**src/rtl/lc3b_types.sv**
```systemverilog
// Shared type definitions for the LC-3b memory datapath.
//
// Contents:
//   mem_op_t      memory operation carried from EX into MEM
//   isLoadOp      op returns data to WB (LDW, LDB, LDI)
//   isStoreOp     op writes memory (STW, STB, STI)
//   isIndirectOp  op fetches a pointer before the access (LDI, STI)
//   isByteOp      op touches a single byte lane (LDB, STB)
package lc3b_types;

    typedef enum logic [2:0] {
        NONE = 3'd0,
        LDW  = 3'd1,
        LDB  = 3'd2,
        STW  = 3'd3,
        STB  = 3'd4,
        LDI  = 3'd5,
        STI  = 3'd6
    } mem_op_t;

    function automatic logic isLoadOp(input mem_op_t op);
        return (op == LDW) || (op == LDB) || (op == LDI);
    endfunction

    function automatic logic isStoreOp(input mem_op_t op);
        return (op == STW) || (op == STB) || (op == STI);
    endfunction

    function automatic logic isIndirectOp(input mem_op_t op);
        return (op == LDI) || (op == STI);
    endfunction

    function automatic logic isByteOp(input mem_op_t op);
        return (op == LDB) || (op == STB);
    endfunction

endpackage

```
**src/rtl/byte_lane_unit.sv**
```systemverilog
// Byte-lane helper for the memory access unit.
//
// Ports:
//   lane       in   LANE_W   byte lane selected by the low address bits
//   rdataWord  in   DATA_W   full word returned by memory
//   storeByte  in   8        byte to be written by a byte store
//   loadByte   out  DATA_W   selected lane of rdataWord, zero-extended
//   storeWord  out  DATA_W   storeByte replicated into every lane
//   laneMask   out  LANES    one-hot write enable for the selected lane
module byte_lane_unit #(
    parameter int DATA_W = 16,
    localparam int LANES  = DATA_W / 8,
    localparam int LANE_W = (LANES > 1) ? $clog2(LANES) : 1
) (
    input  logic [LANE_W-1:0] lane,
    input  logic [DATA_W-1:0] rdataWord,
    input  logic [7:0]        storeByte,
    output logic [DATA_W-1:0] loadByte,
    output logic [DATA_W-1:0] storeWord,
    output logic [LANES-1:0]  laneMask
);

    always_comb begin
        loadByte  = DATA_W'(rdataWord[8*int'(lane) +: 8]);
        storeWord = {LANES{storeByte}};
        laneMask  = LANES'(1) << lane;
    end

endmodule

```
**src/rtl/mem_access_unit.sv**
```systemverilog
// MEM-stage access unit: sequences direct and indirect loads/stores to a
// single-port memory with a completion handshake, stalling the pipeline
// until the access finishes.
//
// Ports:
//   clk, reset        rising-edge clock, synchronous active-high reset
//   valid_in, op      MEM stage instruction valid and its memory op
//   addr_in, wdata_in effective byte address and store data from EX
//   mem_resp          memory completion strobe
//   mem_rdata         memory read data
//   mem_addr          memory address
//   mem_read          read request strobe
//   mem_write         write request strobe
//   mem_byte_enable   per-lane write mask (zero unless writing)
//   mem_wdata         memory write data
//   rdata_out         load result to WB, held until the next load
//   stall             freezes the upstream pipeline
//   done              one-cycle completion pulse
module mem_access_unit
    import lc3b_types::*;
#(
    parameter int DATA_W = 16,
    parameter int ADDR_W = 16,
    localparam int LANES  = DATA_W / 8,
    localparam int LANE_W = (LANES > 1) ? $clog2(LANES) : 1
) (
    input  logic              clk,
    input  logic              reset,
    input  logic              valid_in,
    input  mem_op_t           op,
    input  logic [ADDR_W-1:0] addr_in,
    input  logic [DATA_W-1:0] wdata_in,
    input  logic              mem_resp,
    input  logic [DATA_W-1:0] mem_rdata,
    output logic [ADDR_W-1:0] mem_addr,
    output logic              mem_read,
    output logic              mem_write,
    output logic [LANES-1:0]  mem_byte_enable,
    output logic [DATA_W-1:0] mem_wdata,
    output logic [DATA_W-1:0] rdata_out,
    output logic              stall,
    output logic              done
);

    typedef enum logic [1:0] {IDLE, PTR, ACCESS, DONE} state_t;

    localparam logic [ADDR_W-1:0] LANE_BITS = ADDR_W'((1 << LANE_W) - 1);

    state_t            state, stateNext;
    mem_op_t           opQ;
    logic [ADDR_W-1:0] addrQ, ptrQ;
    logic [DATA_W-1:0] wdataQ;
    logic              accept, ptrLoad, resultLoad;
    logic [DATA_W-1:0] loadByte, storeWord;
    logic [LANES-1:0]  laneMask;

    function automatic logic [ADDR_W-1:0] alignDown(input logic [ADDR_W-1:0] a);
        return a & ~LANE_BITS;
    endfunction

    byte_lane_unit #(.DATA_W(DATA_W)) u_byteLanes (
        .lane      (addrQ[LANE_W-1:0]),
        .rdataWord (mem_rdata),
        .storeByte (wdataQ[7:0]),
        .loadByte  (loadByte),
        .storeWord (storeWord),
        .laneMask  (laneMask)
    );

    // Outputs depend only on state and latched registers; the live op,
    // address and data inputs are looked at solely when accepting in IDLE.
    always_comb begin
        stateNext       = state;
        mem_addr        = '0;
        mem_read        = 1'b0;
        mem_write       = 1'b0;
        mem_byte_enable = '0;
        mem_wdata       = '0;
        stall           = 1'b0;
        done            = 1'b0;
        accept          = 1'b0;
        ptrLoad         = 1'b0;
        resultLoad      = 1'b0;
        case (state)
            IDLE: begin
                if (valid_in && op != NONE) begin
                    accept    = 1'b1;
                    stall     = 1'b1;
                    stateNext = isIndirectOp(op) ? PTR : ACCESS;
                end
            end
            PTR: begin
                stall    = 1'b1;
                mem_read = 1'b1;
                mem_addr = alignDown(addrQ);
                if (mem_resp) begin
                    ptrLoad   = 1'b1;
                    stateNext = ACCESS;
                end
            end
            ACCESS: begin
                stall = 1'b1;
                if (isByteOp(opQ))
                    mem_addr = addrQ;
                else
                    mem_addr = alignDown(isIndirectOp(opQ) ? ptrQ : addrQ);
                mem_read  = isLoadOp(opQ);
                mem_write = isStoreOp(opQ);
                if (isStoreOp(opQ)) begin
                    mem_byte_enable = isByteOp(opQ) ? laneMask : '1;
                    mem_wdata       = isByteOp(opQ) ? storeWord : wdataQ;
                end
                if (mem_resp) begin
                    resultLoad = isLoadOp(opQ);
                    stateNext  = DONE;
                end
            end
            DONE: begin
                done      = 1'b1;
                stateNext = IDLE;
            end
            default: stateNext = IDLE;
        endcase
        // Reset is synchronous, so the state register may still hold a busy
        // state during the reset cycle; silence every request immediately.
        if (reset) begin
            stateNext       = IDLE;
            mem_addr        = '0;
            mem_read        = 1'b0;
            mem_write       = 1'b0;
            mem_byte_enable = '0;
            mem_wdata       = '0;
            stall           = 1'b0;
            done            = 1'b0;
            accept          = 1'b0;
            ptrLoad         = 1'b0;
            resultLoad      = 1'b0;
        end
    end

    always_ff @(posedge clk) begin
        if (reset) begin
            state     <= IDLE;
            opQ       <= NONE;
            addrQ     <= '0;
            wdataQ    <= '0;
            ptrQ      <= '0;
            rdata_out <= '0;
        end else begin
            state <= stateNext;
            if (accept) begin
                opQ    <= op;
                addrQ  <= addr_in;
                wdataQ <= wdata_in;
            end
            if (ptrLoad)
                ptrQ <= ADDR_W'(mem_rdata);
            if (resultLoad)
                rdata_out <= isByteOp(opQ) ? loadByte : mem_rdata;
        end
    end

endmodule

```
**config.mk**
```make
export PLATFORM = sky130hd
export DESIGN_NAME = mem_access_unit
export DESIGN_NICKNAME = d
export VERILOG_FILES = /design/src/rtl/lc3b_types.sv /design/src/rtl/byte_lane_unit.sv /design/src/rtl/mem_access_unit.sv
export SDC_FILE = /design/constraint.sdc
export NUM_CORES = 1
export LEC_CHECK = 0
export ABC_CLOCK_PERIOD_IN_PS = 4100
export CORE_ASPECT_RATIO = 1.4
export CORE_MARGIN = 1.5
export CORE_UTILIZATION = 51
export DETAILED_ROUTE_END_ITERATION = 8
export PLACE_DENSITY_LB_ADDON = 0.25
export SETUP_SLACK_MARGIN = 0.02
export SLEW_MARGIN = 20
export SYNTH_ARGS = -nofsm -noshare
export SYNTH_HDL_FRONTEND = slang
export SYNTH_HIERARCHICAL = 1
export SYNTH_SLANG_ARGS = --single-unit
```
**constraint.sdc**
```tcl
create_clock -name clk -period 4.1 [get_ports clk]
set_input_delay 0.41 -clock clk [delete_from_list [all_inputs] [get_ports clk]]
set_output_delay 0.41 -clock clk [all_outputs]
set_load 0.02 [all_outputs]
```
# Yosys cells after proc, flatten, opt, wreduce, memory -nomap -nowiden
# Cells that the tools add are included.
[classes]
reduce_logical = 12
muxes = 35
n_lt_le_gt_ge = 0
n_eq_ne = 14
div_mod_pow = 0
n_shift = 2
n_bitwise = 0
n_addsub = 0
n_mul = 0
[op_table]
columns = ["cell", "count"]
rows = [
  ["$mux W16", 8],
  ["$pmux W16 S2", 1],
  ["$mux W2", 8],
  ["$shiftx A16 B5 Y8", 1],
  ["$eq A3 B3 Y1 const B", 5],
  ["$mux W1", 15],
  ["$pmux W2 S4", 1],
  ["$logic_or A1 B1 Y1", 7],
  ["$eq A3 B2 Y1 const B", 2],
  ["$ne A2 B2 Y1 const B", 3],
  ["$eq A2 B2 Y1 const B", 2],
  ["$pmux W1 S2", 2],
  ["$eq A3 B1 Y1 const B", 1],
  ["$reduce_and A3 Y1", 1],
  ["$reduce_bool A3 Y1", 1],
  ["$eq A2 B1 Y1 const B", 1],
  ["$logic_not A2 Y1", 1],
  ["$reduce_or A2 Y1", 1],
  ["$shl A1 B1 Y2 const A", 1],
  ["$logic_and A1 B1 Y1", 1],
]
[totals]
word_cells = 69
ramBits = 0
out_inout_bits = 54
romBits = 0
inputBits = 55
latch_bits = 0
reg_bits = 69
mem_count = 0

# Logic depth before layout (Yosys ltp)
[logic_depth]
depth_word = 6
mapped_depth = 7
mapped_depth_nobuf = 6

# Hierarchy
# The synthesis kept the hierarchy.
[by_module_without_submodules]
columns = ["mod", "cells_per_inst", "n_inst", "area_per_inst_um2", "seq_area_each_um2"]
rows = [
  ["mem_access_unit", 410, 1, 3308.2, 1361.3],
  ["byte_lane_unit", 36, 1, 326.6, 0.0],
]

# Worst setup path before layout
# OpenSTA, ideal clock, no wires.
[synth_timing]
path_kind = "reg-to-output"
startpoint = "reg state[0]"
endpoint = "out mem_addr[10]"
path_slack_ns = 1.905
n_path_buf = 1
required_ns = 3.690
arrival_ns = 1.785
stages_incl_launch_ff = 8
cell_sequence = "dfxtp_1 inv_1 ha_1 nor2b_1 and2_1 a22o_1 buf_2 a22o_1"
[synth_between]
elab_chain_len = 3
elab_cells_between_ends = 4
classes_between = "eq/ne: 2; mux: 2"
[synth_rtl]
columns = ["element", "line_no", "text"]
rows = [
  ["start, declared", "mem_access_unit.sv:49", "state_t state, stateNext;"],
  ["start signal, assigned", "mem_access_unit.sv:150", "state <= stateNext;"],
  ["$eq A2 B2 Y1 or $eq A2 B1 Y1 (tied branches)", "mem_access_unit.sv:84", "case (state)"],
  ["$pmux W16 S2 *", "mem_access_unit.sv:84", ""],
  ["$mux W16 *", "mem_access_unit.sv:126", "if (reset) begin"],
  ["end, declared", "mem_access_unit.sv:35", "output logic [ADDR_W-1:0] mem_addr,"],
]
# Every way passes the cells marked *; elsewhere a longest branch is shown, timed or not.

# Worst setup path in the final report
[layout_timing]
startpoint = "reg state[1]"
endpoint = "out mem_addr[8]"
# The elaborated chain is that of the path after synthesis.

==> results.sh <==
export IMPL_status="complete, no violations"
export IMPL_hp_class="reg -> reg"
export IMPL_fp_row_count=36
export IMPL_post_cts_setup_buffers=0
export IMPL_cp_required_ps=3690
export IMPL_avgRoutedWirePerCell_um=14.4
export IMPL_portBuffers=108
export IMPL_timing_final_crit_share=0.819
export IMPL_routed_wl_mm=8.87
export IMPL_ios=109
export IMPL_worstSetupPathType="reg -> out"
export IMPL_ir_worst_vdd_uv=242
export IMPL_reg2reg_slack_ps=2010
export IMPL_ys_flop_type="dfxtp_1"
export IMPL_via_count=3152
export IMPL_cts_buffer_depth=2
export IMPL_max_stage_delay_ps=610
export IMPL_synth_seq_area_share=0.375
export IMPL_antenna_cells=0
export IMPL_worstPathCellList="inv_1 -> ha_1 -> nor2b_1 -> and2_1 -> a22o_1 -> a22o_1 -> clkdlybuf4s50_1"
export IMPL_maxCapViolCount=0
export IMPL_fin_crit_ps=3360
export IMPL_synth_async_reset_ratio=0
export IMPL_place_gp_congestion=0.834
export IMPL_crit_top_cell="a22o_1"
export IMPL_final_hold_viol_count=0
export IMPL_yosysWarnings=6
export IMPL_cts_root_buf="clkbuf_8"
export IMPL_drt_first_pass_iters=4
export IMPL_initial_core_util=0.524
export IMPL_whs_ps=456
export IMPL_post_dp_hpwl_mm=6.36
export IMPL_htree_levels=3
export IMPL_yosys_register_bits=68
export IMPL_grt_setup_unrepaired="no"
export IMPL_synth_top_cell_area_share=0.375
export IMPL_fin_setup_tns_ps=0
export IMPL_antenna_found_initial=0
export IMPL_synth_area_per_cell_um2=8.15
export IMPL_cts_resized=0
export IMPL_die_area_um2=7650
export IMPL_drcViolationCount=0
export IMPL_synthCells=446
export IMPL_slew_headroom=0.329
export IMPL_leakage_nw=1.66
export IMPL_start_kind="register"
export IMPL_r2r_cells=5
export IMPL_clkSlewWorstSetupHoldPaths_ps=70
export IMPL_crit_fanout=15
export IMPL_grt_ovfl_total=0
export IMPL_setup_violations=0
export IMPL_core_area_um2=6940
export IMPL_area_delta_synth_final_pct=29.1
export IMPL_synth_edf_count=0
export IMPL_cts_tree="built"
export IMPL_cp_arrival_ps=2950
export IMPL_viasPerCell=5.10
export IMPL_slowest_stage="clkdlybuf4s50_1"
export IMPL_nFillCells=598
export IMPL_rr_startpoint="opQ[1]"
export IMPL_netlist_area_um2=3630
export IMPL_fp_dieH_um=103
export IMPL_grt_pass1_wl_mm=14.5
export IMPL_netlist_cell_type_count=35
export IMPL_tightest_slew_ps=1010
export IMPL_postCtsHoldBufs=0
export IMPL_ant_nets=0
export IMPL_holdPathStages=2
export IMPL_skew_ps=7.16
export IMPL_synth_area_leaders="dfxtp_1 37%, nand2_1 14%, mux2i_1 9.1%, a21oi_1 8.3%, buf_4 5.6%"
export IMPL_hold_start="wdataQ[15]"
export IMPL_first_global_vias=3059
export IMPL_cts_made_buffers=9
export IMPL_post_route_cells_drive_above_1_share=0.0765
export IMPL_die_w_um=74.4
export IMPL_worstSetupEndpointType="primary output"
export IMPL_fmax_mhz=298
export IMPL_drv_slew=0
export IMPL_dr_first_iter_drc_count=154
export IMPL_powerDensity_nw_per_um2=439
export IMPL_fin_nets=579
export IMPL_synth_area_leader_cell="dfxtp_1"
export IMPL_worstHoldEndpoint="wdataQ[15]"
export IMPL_r2r_end="rdata_out[7]"
export IMPL_clock_sinks=68
export IMPL_grt_max_degree=46
export IMPL_gr_usage_all_layers=0.248
export IMPL_clk_latency_ps=340
-- cell type report --
cell class / instances / area [µm²] / share of cell area
sequential: 68 / 1360 / 0.290
clock buffer: 11 / 141 / 0.0301
tap: 95 / 119 / 0.0253
timing repair buffer: 111 / 1100 / 0.234
inverter: 6 / 22.5 / 0.00480
clock inverter: 5 / 60.1 / 0.0128
multi-input combinational: 322 / 1890 / 0.403
-- layout by cell type (no fill, tap or decap), types with 2 or more instances in the layout --
cell type / synthesis / routed
inv_1: 5 / 5
nor2_2: 2 / 2
ha_1: 6 / 6
mux2_4: 8 / 8
dfxtp_1: 68 / 68
nor2b_1: 6 / 5
a21oi_1: 60 / 60
nand2_1: 135 / 134
and3_1: 2 / 2
a21oi_2: 7 / 7
clkdlybuf4s50_1: 0 / 107
clkbuf_8: 0 / 10
and2_1: 3 / 3
nor2_1: 5 / 5
nand2b_1: 17 / 17
conb_1: 1 / 8
a22o_1: 16 / 16
buf_4: 27 / 3
mux2i_1: 33 / 33
xor2_1: 3 / 3
nor3_1: 2 / 2
-- routing by layer --
metal	wire (µm)	vias to the layer above	global-route usage
met2	4680	102	0.436
met3	586	9	0.0616
met1	3510	1461	0.289
li1	-	1580	-
met5	0	-	0
met4	97	0	0.0839
-- cell families (layout without fill, tap and decap cells) --
kind of cell,after synthesis,count (layout),synth area share
AO/OA/AOI/OAI,87,87,0.147
AND/OR/NAND/NOR,176,176,0.208
XOR/XNOR,3,3,0.00723
adder cells (fa/ha/maj),6,6,0.0207
multiplexers,42,42,0.127
flip-flops,68,68,0.375
other,1,8,0.00103
buffers and inverters,63,133,0.115
-- sequential cells by signal, indices dropped and copies added, names as in the netlist --
name       cells
addrQ         16
opQ            3
ptrQ          15
rdata_out     16
state          2
wdataQ        16
-- power breakdown --
group / leakage, nW / internal (mW) / switching, mW
clock network: 0.0999 / 0.300 / 0.256
registers: 0.554 / 0.752 / 0.0792
logic: 1.01 / 0.283 / 0.391
-- through the flow --
step | util | cells | power, mW | worst slack, ps | area (µm²)
global route | 0.676 | 618 | 2.19 | 507 | 4690
floorplan | - | 453 | 1.38 | 1910 | 3660
detailed placement | 0.647 | 602 | 1.52 | 1040 | 4490
global placement | 0.647 | 602 | 1.50 | 1080 | 4490
CTS | 0.676 | 618 | 2.07 | 715 | 4690
finish | 0.676 | 618 | 2.06 | 741 | 4690
-- synth_stat cells (2+ instances only) --
cell	n
buf_6	4
nor2_2	2
a22o_1	16
nor3_1	2
nor2_1	5
buf_8	2
buf_1	3
mux2i_1	33
a21oi_1	60
inv_1	5
a21oi_2	7
nand2_1	135
dfxtp_1	68
nor2b_1	6
and2_1	3
nand2b_1	17
buf_2	8
xor2_1	3
buf_4	27
mux2_4	8
and3_1	2
ha_1	6
clkbuf_1	12
-- how the worst max path moves through the flow --
stage	slack (ps)	end	start	depth (start not counted)
2_1_floorplan	1910	mem_addr[10]	state[0]	7
3_3_place_gp	1080	mem_addr[7]	reset	6
5_1_grt	510	mem_addr[7]	state[1]	7
3_5_place_dp	1040	mem_addr[8]	reset	6
4_1_cts	720	mem_addr[8]	state[1]	7
6_report	740	mem_addr[8]	state[1]	7
-- worst max-delay path, delay by kind of cell (launching register included) --
kind | cells | cell delay [ps]
AOI/OAI and AO/OA | 2 | 760
buffers and inverters | 2 | 720
adders and majority gates | 1 | 320
DFF | 1 | 420
and+or+nand+nor | 2 | 390
Power figures use the tool's default switching activity.
